==> src/rtl/ppg_pkg.sv <==
// rtl/ppg_pkg.sv - shared widths, phase and FSM encodings for the PPG phase filter
package ppg_pkg;

  localparam int ADC_W = 8;
  localparam int OUT_W = 20;
  localparam int CNT_W = 4;

  // Encoding matches {LED_RED, LED_IR} so decode is a plain cast
  typedef enum logic [1:0] {
    PH_NONE = 2'b00,
    PH_IR   = 2'b01,
    PH_RED  = 2'b10,
    PH_BAD  = 2'b11
  } phase_t;

  typedef enum logic [1:0] {
    ST_IDLE,
    ST_SETTLE,
    ST_ACCUM,
    ST_HOLD
  } state_t;

  function automatic phase_t decode_phase(input logic red, input logic ir);
    return phase_t'({red, ir});
  endfunction

  function automatic logic is_lit(input phase_t ph);
    return (ph == PH_RED) || (ph == PH_IR);
  endfunction

endpackage

==> src/rtl/ppg_boxcar.sv <==
// rtl/ppg_boxcar.sv - per-channel moving-sum filter over the last 2^TAPS_LOG2 phase means
module ppg_boxcar
  import ppg_pkg::*;
#(
  parameter int TAPS_LOG2 = 4
) (
  input  logic             CLK,
  input  logic             RST,
  input  logic             push,
  input  logic [ADC_W-1:0] din,
  output logic [OUT_W-1:0] sum,
  output logic             valid
);

  localparam int TAPS = 1 << TAPS_LOG2;

  logic [ADC_W-1:0]     taps [TAPS];
  logic [TAPS_LOG2-1:0] ptr;
  logic [OUT_W-1:0]     sum_next;

  // New sum adds the incoming mean and retires the oldest tap; never goes negative
  always_comb begin
    sum_next = sum + OUT_W'(din) - OUT_W'(taps[ptr]);
  end

  // Ring buffer, running sum and one-cycle valid pulse
  always_ff @(posedge CLK) begin
    if (RST) begin
      for (int i = 0; i < TAPS; i++) begin
        taps[i] <= '0;
      end
      ptr   <= '0;
      sum   <= '0;
      valid <= 1'b0;
    end else begin
      valid <= push;
      if (push) begin
        taps[ptr] <= din;
        ptr       <= ptr + 1'b1;
        sum       <= sum_next;
      end
    end
  end

endmodule

==> src/rtl/ppg_phase_filter.sv <==
// rtl/ppg_phase_filter.sv - per-LED-phase settle/average front end feeding RED and IR boxcars
module ppg_phase_filter
  import ppg_pkg::*;
#(
  parameter int SETTLE    = 2,
  parameter int ACC_LOG2  = 2,
  parameter int TAPS_LOG2 = 4
) (
  input  logic             CLK,
  input  logic             RST,
  input  logic             Enable,
  input  logic [ADC_W-1:0] ADC,
  input  logic             LED_RED,
  input  logic             LED_IR,
  output logic [OUT_W-1:0] Out_RED_Filtered,
  output logic [OUT_W-1:0] Out_IR_Filtered,
  output logic             RED_Valid,
  output logic             IR_Valid,
  output logic             Phase_Error
);

  localparam int ACC_N = 1 << ACC_LOG2;
  localparam int ACC_W = ADC_W + ACC_LOG2;

  phase_t           ph;
  phase_t           ph_q;
  phase_t           ph_q_nx;
  state_t           state;
  state_t           state_nx;
  logic [CNT_W-1:0] cnt;
  logic [CNT_W-1:0] cnt_nx;
  logic [ACC_W-1:0] acc;
  logic [ACC_W-1:0] acc_nx;
  logic [ADC_W-1:0] mean;
  logic             phase_edge;
  logic             push_red;
  logic             push_ir;
  logic             err_nx;

  assign ph         = decode_phase(LED_RED, LED_IR);
  assign phase_edge = (state != ST_IDLE) && (ph != ph_q);
  assign mean       = acc[ACC_W-1:ACC_LOG2];

  // Next-state, counters, accumulator and push steering
  always_comb begin
    state_nx = state;
    ph_q_nx  = ph_q;
    cnt_nx   = cnt;
    acc_nx   = acc;
    push_red = 1'b0;
    push_ir  = 1'b0;
    err_nx   = (ph == PH_BAD);

    if (!Enable) begin
      // Leaving OPERATION abandons whatever phase was in progress
      state_nx = ST_IDLE;
      cnt_nx   = '0;
      acc_nx   = '0;
    end else if (phase_edge) begin
      if (state == ST_HOLD) begin
        push_red = (ph_q == PH_RED);
        push_ir  = (ph_q == PH_IR);
      end else begin
        err_nx = 1'b1;
      end
      acc_nx = '0;
      // The edge sample itself is settle #0 of the new phase
      if (is_lit(ph)) begin
        state_nx = ST_SETTLE;
        ph_q_nx  = ph;
        cnt_nx   = CNT_W'(1);
      end else begin
        state_nx = ST_IDLE;
        cnt_nx   = '0;
      end
    end else begin
      case (state)
        ST_IDLE: begin
          if (is_lit(ph)) begin
            state_nx = ST_SETTLE;
            ph_q_nx  = ph;
            cnt_nx   = CNT_W'(1);
          end
        end
        ST_SETTLE: begin
          if (cnt == CNT_W'(SETTLE)) begin
            state_nx = ST_ACCUM;
            acc_nx   = ACC_W'(ADC);
            cnt_nx   = CNT_W'(1);
          end else begin
            cnt_nx = cnt + 1'b1;
          end
        end
        ST_ACCUM: begin
          acc_nx = acc + ACC_W'(ADC);
          if (cnt == CNT_W'(ACC_N - 1)) begin
            state_nx = ST_HOLD;
            cnt_nx   = '0;
          end else begin
            cnt_nx = cnt + 1'b1;
          end
        end
        default: begin
          // ST_HOLD: mean is frozen until the phase changes
        end
      endcase
    end
  end

  // State, phase latch, counters and registered error pulse
  always_ff @(posedge CLK) begin
    if (RST) begin
      state       <= ST_IDLE;
      ph_q        <= PH_NONE;
      cnt         <= '0;
      acc         <= '0;
      Phase_Error <= 1'b0;
    end else begin
      state       <= state_nx;
      ph_q        <= ph_q_nx;
      cnt         <= cnt_nx;
      acc         <= acc_nx;
      Phase_Error <= err_nx;
    end
  end

  ppg_boxcar #(.TAPS_LOG2(TAPS_LOG2)) u_red (
    .CLK   (CLK),
    .RST   (RST),
    .push  (push_red),
    .din   (mean),
    .sum   (Out_RED_Filtered),
    .valid (RED_Valid)
  );

  ppg_boxcar #(.TAPS_LOG2(TAPS_LOG2)) u_ir (
    .CLK   (CLK),
    .RST   (RST),
    .push  (push_ir),
    .din   (mean),
    .sum   (Out_IR_Filtered),
    .valid (IR_Valid)
  );

endmodule

==> config.mk <==
export PLATFORM = sky130hd
export DESIGN_NAME = ppg_phase_filter
export DESIGN_NICKNAME = d
export VERILOG_FILES = /design/src/rtl/ppg_pkg.sv /design/src/rtl/ppg_boxcar.sv /design/src/rtl/ppg_phase_filter.sv
export SDC_FILE = /design/constraint.sdc
export NUM_CORES = 1
export LEC_CHECK = 0
export ABC_AREA = 1
export ABC_CLOCK_PERIOD_IN_PS = 3900
export CAP_MARGIN = 20
export CELL_PAD_IN_SITES_DETAIL_PLACEMENT = 1
export CELL_PAD_IN_SITES_GLOBAL_PLACEMENT = 1
export CORE_MARGIN = 2
export CORE_UTILIZATION = 48
export CTS_CLUSTER_DIAMETER = 100
export DETAILED_ROUTE_END_ITERATION = 8
export HOLD_SLACK_MARGIN = 0.06
export PLACE_DENSITY = 0.76
export SYNTH_ARGS = -nofsm -noshare
export SYNTH_HDL_FRONTEND = slang
export SYNTH_HIERARCHICAL = 1
export SYNTH_SLANG_ARGS = --single-unit
==> constraint.sdc <==
create_clock -name CLK -period 3.9 [get_ports CLK]
set_input_delay 0.975 -clock CLK [delete_from_list [all_inputs] [get_ports CLK]]
set_output_delay 0.975 -clock CLK [all_outputs]
set_load 0.02 [all_outputs]
Word-level counts from Yosys, hierarchy flattened
Memories as Yosys holds them, arrays and structs flattened. A register that Yosys moved wholly into a read port is not among the register bits.
Index checks and enable logic that the tools add are counted.
{"block": "word_totals", "regBits": 69, "mem_bits_rw": 256, "inputBits": 13, "output_inout_bits": 43, "word_cells": 96, "memories": 2}
{"name": "u_ir.taps", "words": 16, "word_bits": 8, "read_ports": 1, "rd_clocked_by_memory_dff": 1, "write_ports": 16, "line_no": "ppg_boxcar.sv:17", "rtl": "logic [ADC_W-1:0] taps [TAPS];"}
{"name": "u_red.taps", "words": 16, "word_bits": 8, "read_ports": 1, "rd_clocked_by_memory_dff": 1, "write_ports": 16, "line_no": "ppg_boxcar.sv:17"}
{"block": "op_classes", "addsub": 8, "eq_ne": 15, "mux": 44, "n_bitwise": 1, "n_reduce_logical": 15}
{"op": "adder 20 x 8 -> 20 bit", "n": 2}
{"op": "two-way mux 4 bit", "n": 10}
{"op": "subtractor 20 x 8 -> 20 bit", "n": 2}
{"op": "two-way mux 1 bit", "n": 21}
{"op": "one-hot mux 10 bit (2 select lines)", "n": 1}
{"op": "two-way mux 8 bit", "n": 2}
{"op": "OR reduction 8 bit", "n": 2}
{"op": "two-way mux 2 bit", "n": 7}
{"op": "adder 4 x 1 -> 4 bit (second input constant)", "n": 3}
{"op": "one-hot mux 4 bit (3 select lines)", "n": 1}
{"op": "adder 10 x 8 -> 10 bit", "n": 1}
{"op": "equality test 2 bit (second input constant)", "n": 5}
{"op": "two-way mux 10 bit", "n": 1}
{"op": "!= test 3 bit (second input constant)", "n": 3}
{"op": "equality test 4 x 2 -> 1 bit (second input constant)", "n": 2}
{"op": "equality test 2 x 1 -> 1 bit (second input constant)", "n": 3}
{"op": "one-hot mux 2 bit (3 select lines)", "n": 1}
{"op": "AND reduction 2 bit", "n": 3}
{"op": "nonzero test 2 bit", "n": 3}
{"op": "AND reduction 4 bit", "n": 1}
{"op": "nonzero test 4 bit", "n": 1}
{"op": "OR reduction 3 bit", "n": 1}
{"op": "logical NOT 2 bit", "n": 1}
{"op": "!= test 2 bit", "n": 1}
{"op": "5 further kinds", "n": 5}

Longest topological paths before layout
{"block": "logic_depth", "depth_word": 9, "ltp_mapped": 23, "mapped_depth_nobuf": 21}

Hierarchy
Netlist, hierarchy kept.
{"module": "ppg_boxcar at u_ir", "instances": 1, "cells_per_inst": 914, "area_each_um2": 8479.4, "seq_area_each_um2": 4424.2}
{"module": "ppg_boxcar at u_red", "instances": 1, "cells_per_inst": 914, "area_each_um2": 8359.3, "seq_area_each_um2": 4424.2}
{"module": "ppg_phase_filter", "instances": 1, "cells_per_inst": 226, "area_each_um2": 1532.7, "seq_area_each_um2": 380.4}

Least setup slack after synthesis
No wires, ideal clock.
{"block": "synth_path", "kind": "input port to flip-flop", "startpoint": "in LED_RED", "endpoint": "mem u_red.taps[11][0] (enable)", "setup_time_ns": 0.329, "arrival_time_ns": 2.743, "t_required_ns": 3.571, "path_slack_ns": 0.828, "path_stages": 8, "path_buffers": 0, "path_cell_list": "xnor2_1 nand2_2 nand2_4 nor4_1 nand2_1 nor2_1 nand2_2 nand2_1"}
{"element": "from (decl)", "line_no": "ppg_phase_filter.sv:13", "rtl": "input logic LED_RED,"}
{"element": "to (decl)", "line_no": "ppg_boxcar.sv:17"}

==> results.yml <==
sta:
  fin_crit_sh_pct: 92.1
  worst_slew_pin_slew_ns: 0.807
  slew_headroom_pct: 46.1
  tns_ns: 0
  setup_ws_ns: 0.306
  finalSetupViolCount: 0
  hold_violations: 0
  min_period_ns: 3.59
  holdWs_ns: 0.489
  clock_skew_ns: 0.0159
  rsz0062_at_grt: "no"
  slew_viol_final: 0
  timing.fmax_mhz: 278
power:
  switching_share_pct: 22.8
  p_seq_share_pct: 50.0
  combPwrFrac_pct: 6.3
  power.share.clock_pct: 43.7
  power.leakage_nw: 8.39
  internal_power_mw: 6.09
  power.density_mw_per_mm2: 379
  p_sw_mw: 1.79
  vdd_drop_max_v: 0.000297
synth:
  postSynthCellCount: 2054
  syn-num-nets: 2148
  yosysUniqueCellTypes: 46
  syn_area_mm2: 0.0184
  yosysSeqAreaShare_pct: 50.2
  ys.warnings.count: 6
  async_reset_ff_share_pct: 0
  syn_area_per_cell_um2: 8.94
  synth_edf_count: 256
  synth_flop_cell: "edfxtp_1"
  ys_ff_latch: 333
floorplanning:
  die_h_um: 200
  io_pins: 56
  core_area_mm2: 0.0377
  initial_core_util_pct: 48.8
  row_count: 71
  design.die.area_mm2: 0.0399
  fp.dieW_um: 200
job:
  max-cap-violations: 0
clock_network:
  clkLatencyLatePin_ns: 0.53
  cts.repair.resized: 0
  numClockSinks: 333
  htreeDepth: 2
  cts_tree: "yes"
  clockBufferDepth: 3
  cts_buffers: 37
  path_clk_slew_ns: 0.06
  cts-root-buf: "clkbuf_16"
routing:
  num_vias: 14500
  drt_iter0_drc: 920
  route.met3.wl_mm: 2.62
  firstDrtPassIters: 5
  wl_mm: 51.0
  wl_met1_mm: 23.4
  topRoutingLayerUsed: "met4"
  wl_per_cell_um: 19.1
  drt_drc_violations_left: 0
  met2_length_mm: 23.9
  routed_via_density: 5.42
  drtAntennaViolNets: 0
placed_design:
  dp_slack_ns: 0.198
  io_buffers: 55
  place_congestion: 0.846
  hpwl_mm: 36.3
worst_setup_path:
  reg2reg_depth: 17
  critPathBufInv: 2
  r2r-end: "u_ir/sum[17]$_SDFFE_PP0P_"
  worstPathRequired_ns: 4.32
  cp-endpoint: "u_ir/sum[17]$_SDFFE_PP0P_"
  worst_setup_path_end_kind: "register"
  reg2reg_slack_ns: 0.31
  cp.depth: 17
  critical_path.top_delay_family: "simple AND/OR/NAND/NOR gates"
  path_cells: "buf_12, mux2i_1, o21ai_0, o211ai_1, nand2_1, fa_1, inv_1, ha_1, nand2_1, nor2_2, nand3_1, nand3_2, nand2_2, nand3_1, nand2_1, nor2_1, nor2_1"
  crit_arrival_ns: 4.02
  crit_type: "reg -> reg"
  critical_path.max_stage_delay_ns: 0.53
  startpoint_type: "register"
  path_common_cell: "nand2_1"
  crit_fanout: 40
  cpMaxStageDelayCell: "dfxtp_4"
grt:
  grt_pass1_vias: 15000
  grt_max_degree: 53
  grt.total_usage_pct: 26.3
  grt_pass1_wl_mm: 81.4
  grt_antenna_before_repair: 0
  grt-ovfl-total: 0
cells_and_area:
  final_net_count: 2226
  multiInputGateArea_mm2: 0.00755
  drive_above_1_share_pct: 9.60
  ff_latch_area_mm2: 0.00924
  fillerInstances: 4438
  areaGrowthSynthToFinish_pct: 13.3
  diodes: 0
min_path:
  min_from: "u_ir/sum[0]$_SDFFE_PP0P_"
  hp-class: "reg -> reg"
status:
  outcome: "finished, final reports clean"
[power by group through the flow]
stage          clock, mW  combinational, mW  sequential [mW]
2_1_floorplan          0              0.334             4.00
3_3_place_gp           0              0.472             4.01
3_5_place_dp           0              0.490             4.02
4_1_cts             3.51              0.496             3.95
5_1_grt             3.64              0.553             3.95
6_report            3.45              0.494             3.95
[through the flow]
step	total power, mW	instances	area, µm²	util [%]
3_5_place_dp	4.51	2602	19600	52.0
5_1_grt	8.15	2668	20800	55.3
2_1_floorplan	4.34	2054	18400	-
6_report	7.89	2668	20800	55.3
4_1_cts	7.95	2666	20800	55.2
3_3_place_gp	4.48	2602	19600	52.0
[sequential cells by signal (all words and copies together) (netlist names), 4 cells and up, named ones only]
| name | flops |
|---|---|
| u_ir/taps | 128 |
| acc | 10 |
| cnt | 4 |
| u_red/taps | 128 |
| u_ir/sum | 20 |
| u_red/ptr | 4 |
| u_red/sum | 20 |
| u_ir/ptr | 4 |
[final cells by class]
cell class	instances	share of cell area [%]
multi-input cells	1339	36.3
clock inverters	15	0.751
repair buffers	117	5.07
clock buffers	49	4.92
inverters	304	5.51
flip-flops and latches	333	44.4
well taps	511	3.07
[routing by layer]
metal	vias to the layer above	track usage (%)
li1	6937	-
met1	7135	36.6
met2	329	43.0
met3	70	3.92
met4	0	7.16
met5	-	0
[worst min-delay path, delay by kind of cell (launching register included)]
kind,cells,cell delay [ns]
AO/OA/AOI/OAI,1,0.06
buffers and inverters,1,0.07
flip-flops,1,0.31
[repair_timing]
action,CTS,global route
endpoints found under the setup margin,0,14
buffers inserted,0,2
hold buffers,0,0
[cell families after synthesis]
logic type               share of synthesized area (%)
AND/OR/NAND/NOR                                   19.2
buffers and inverters                             8.70
AO/OA/AOI/OAI                                     11.0
flip-flops                                        50.2
adder cells (fa/ha/maj)                           6.21
multiplexers                                      3.49
XOR/XNOR                                          1.14
[how the worst min path moves through the flow]
stage,cells past startpoint,slack (ns),end
2_1_floorplan,2,0.46,ph_q[0]$_SDFFE_PP0P_
3_3_place_gp,2,0.47,u_ir/sum[0]$_SDFFE_PP0P_
3_5_place_dp,2,0.49,u_ir/sum[0]$_SDFFE_PP0P_
4_1_cts,2,0.50,u_ir/sum[0]$_SDFFE_PP0P_
5_1_grt,2,0.52,u_ir/sum[0]$_SDFFE_PP0P_
6_report,2,0.49,u_ir/sum[0]$_SDFFE_PP0P_
[synth_stat cells (13+ instances only)]
master	n	area (µm²)
a21oi_1	156	781
buf_2	13	65.1
clkbuf_1	41	154
clkinv_1	15	56.3
dfxtp_1	77	1540
edfxtp_1	256	7690
fa_1	17	340
ha_1	64	801
inv_1	279	1050
mux2i_1	64	641
nand2_1	288	1080
nand2_2	38	238
nand3_1	83	415
nor2_1	340	1280
o211ai_1	67	503
o21ai_0	118	591
xor2_1	19	166
[placed cells by master (no fill, tap or decap), drive strengths merged]
| cell | netlist | layout |
|---|---|---|
| nand4 | 2 | 2 |
| nand3b | 5 | 5 |
| nor3 | 7 | 7 |
| o21bai | 4 | 4 |
| or2 | 2 | 2 |
| bufinv | 0 | 3 |
| clkinv | 16 | 25 |
| buf | 35 | 63 |
| fa | 17 | 17 |
| ha | 64 | 64 |
| nand2 | 335 | 335 |
| nor4 | 3 | 3 |
| o21a | 2 | 2 |
| clkbuf | 43 | 49 |
| nor3b | 1 | 1 |
| mux2i | 64 | 64 |
| nor2 | 357 | 357 |
| nand3 | 92 | 92 |
| xnor2 | 5 | 5 |
| a21oi | 160 | 160 |
| dfxtp | 77 | 77 |
| inv | 288 | 290 |
| clkinvlp | 0 | 1 |
| clkdlybuf4s50 | 0 | 54 |
| and2 | 5 | 5 |
| o21ai | 128 | 128 |
| o211ai | 67 | 67 |
| xor2 | 19 | 19 |
| edfxtp | 256 | 256 |
(Power assumes the default switching activity.)
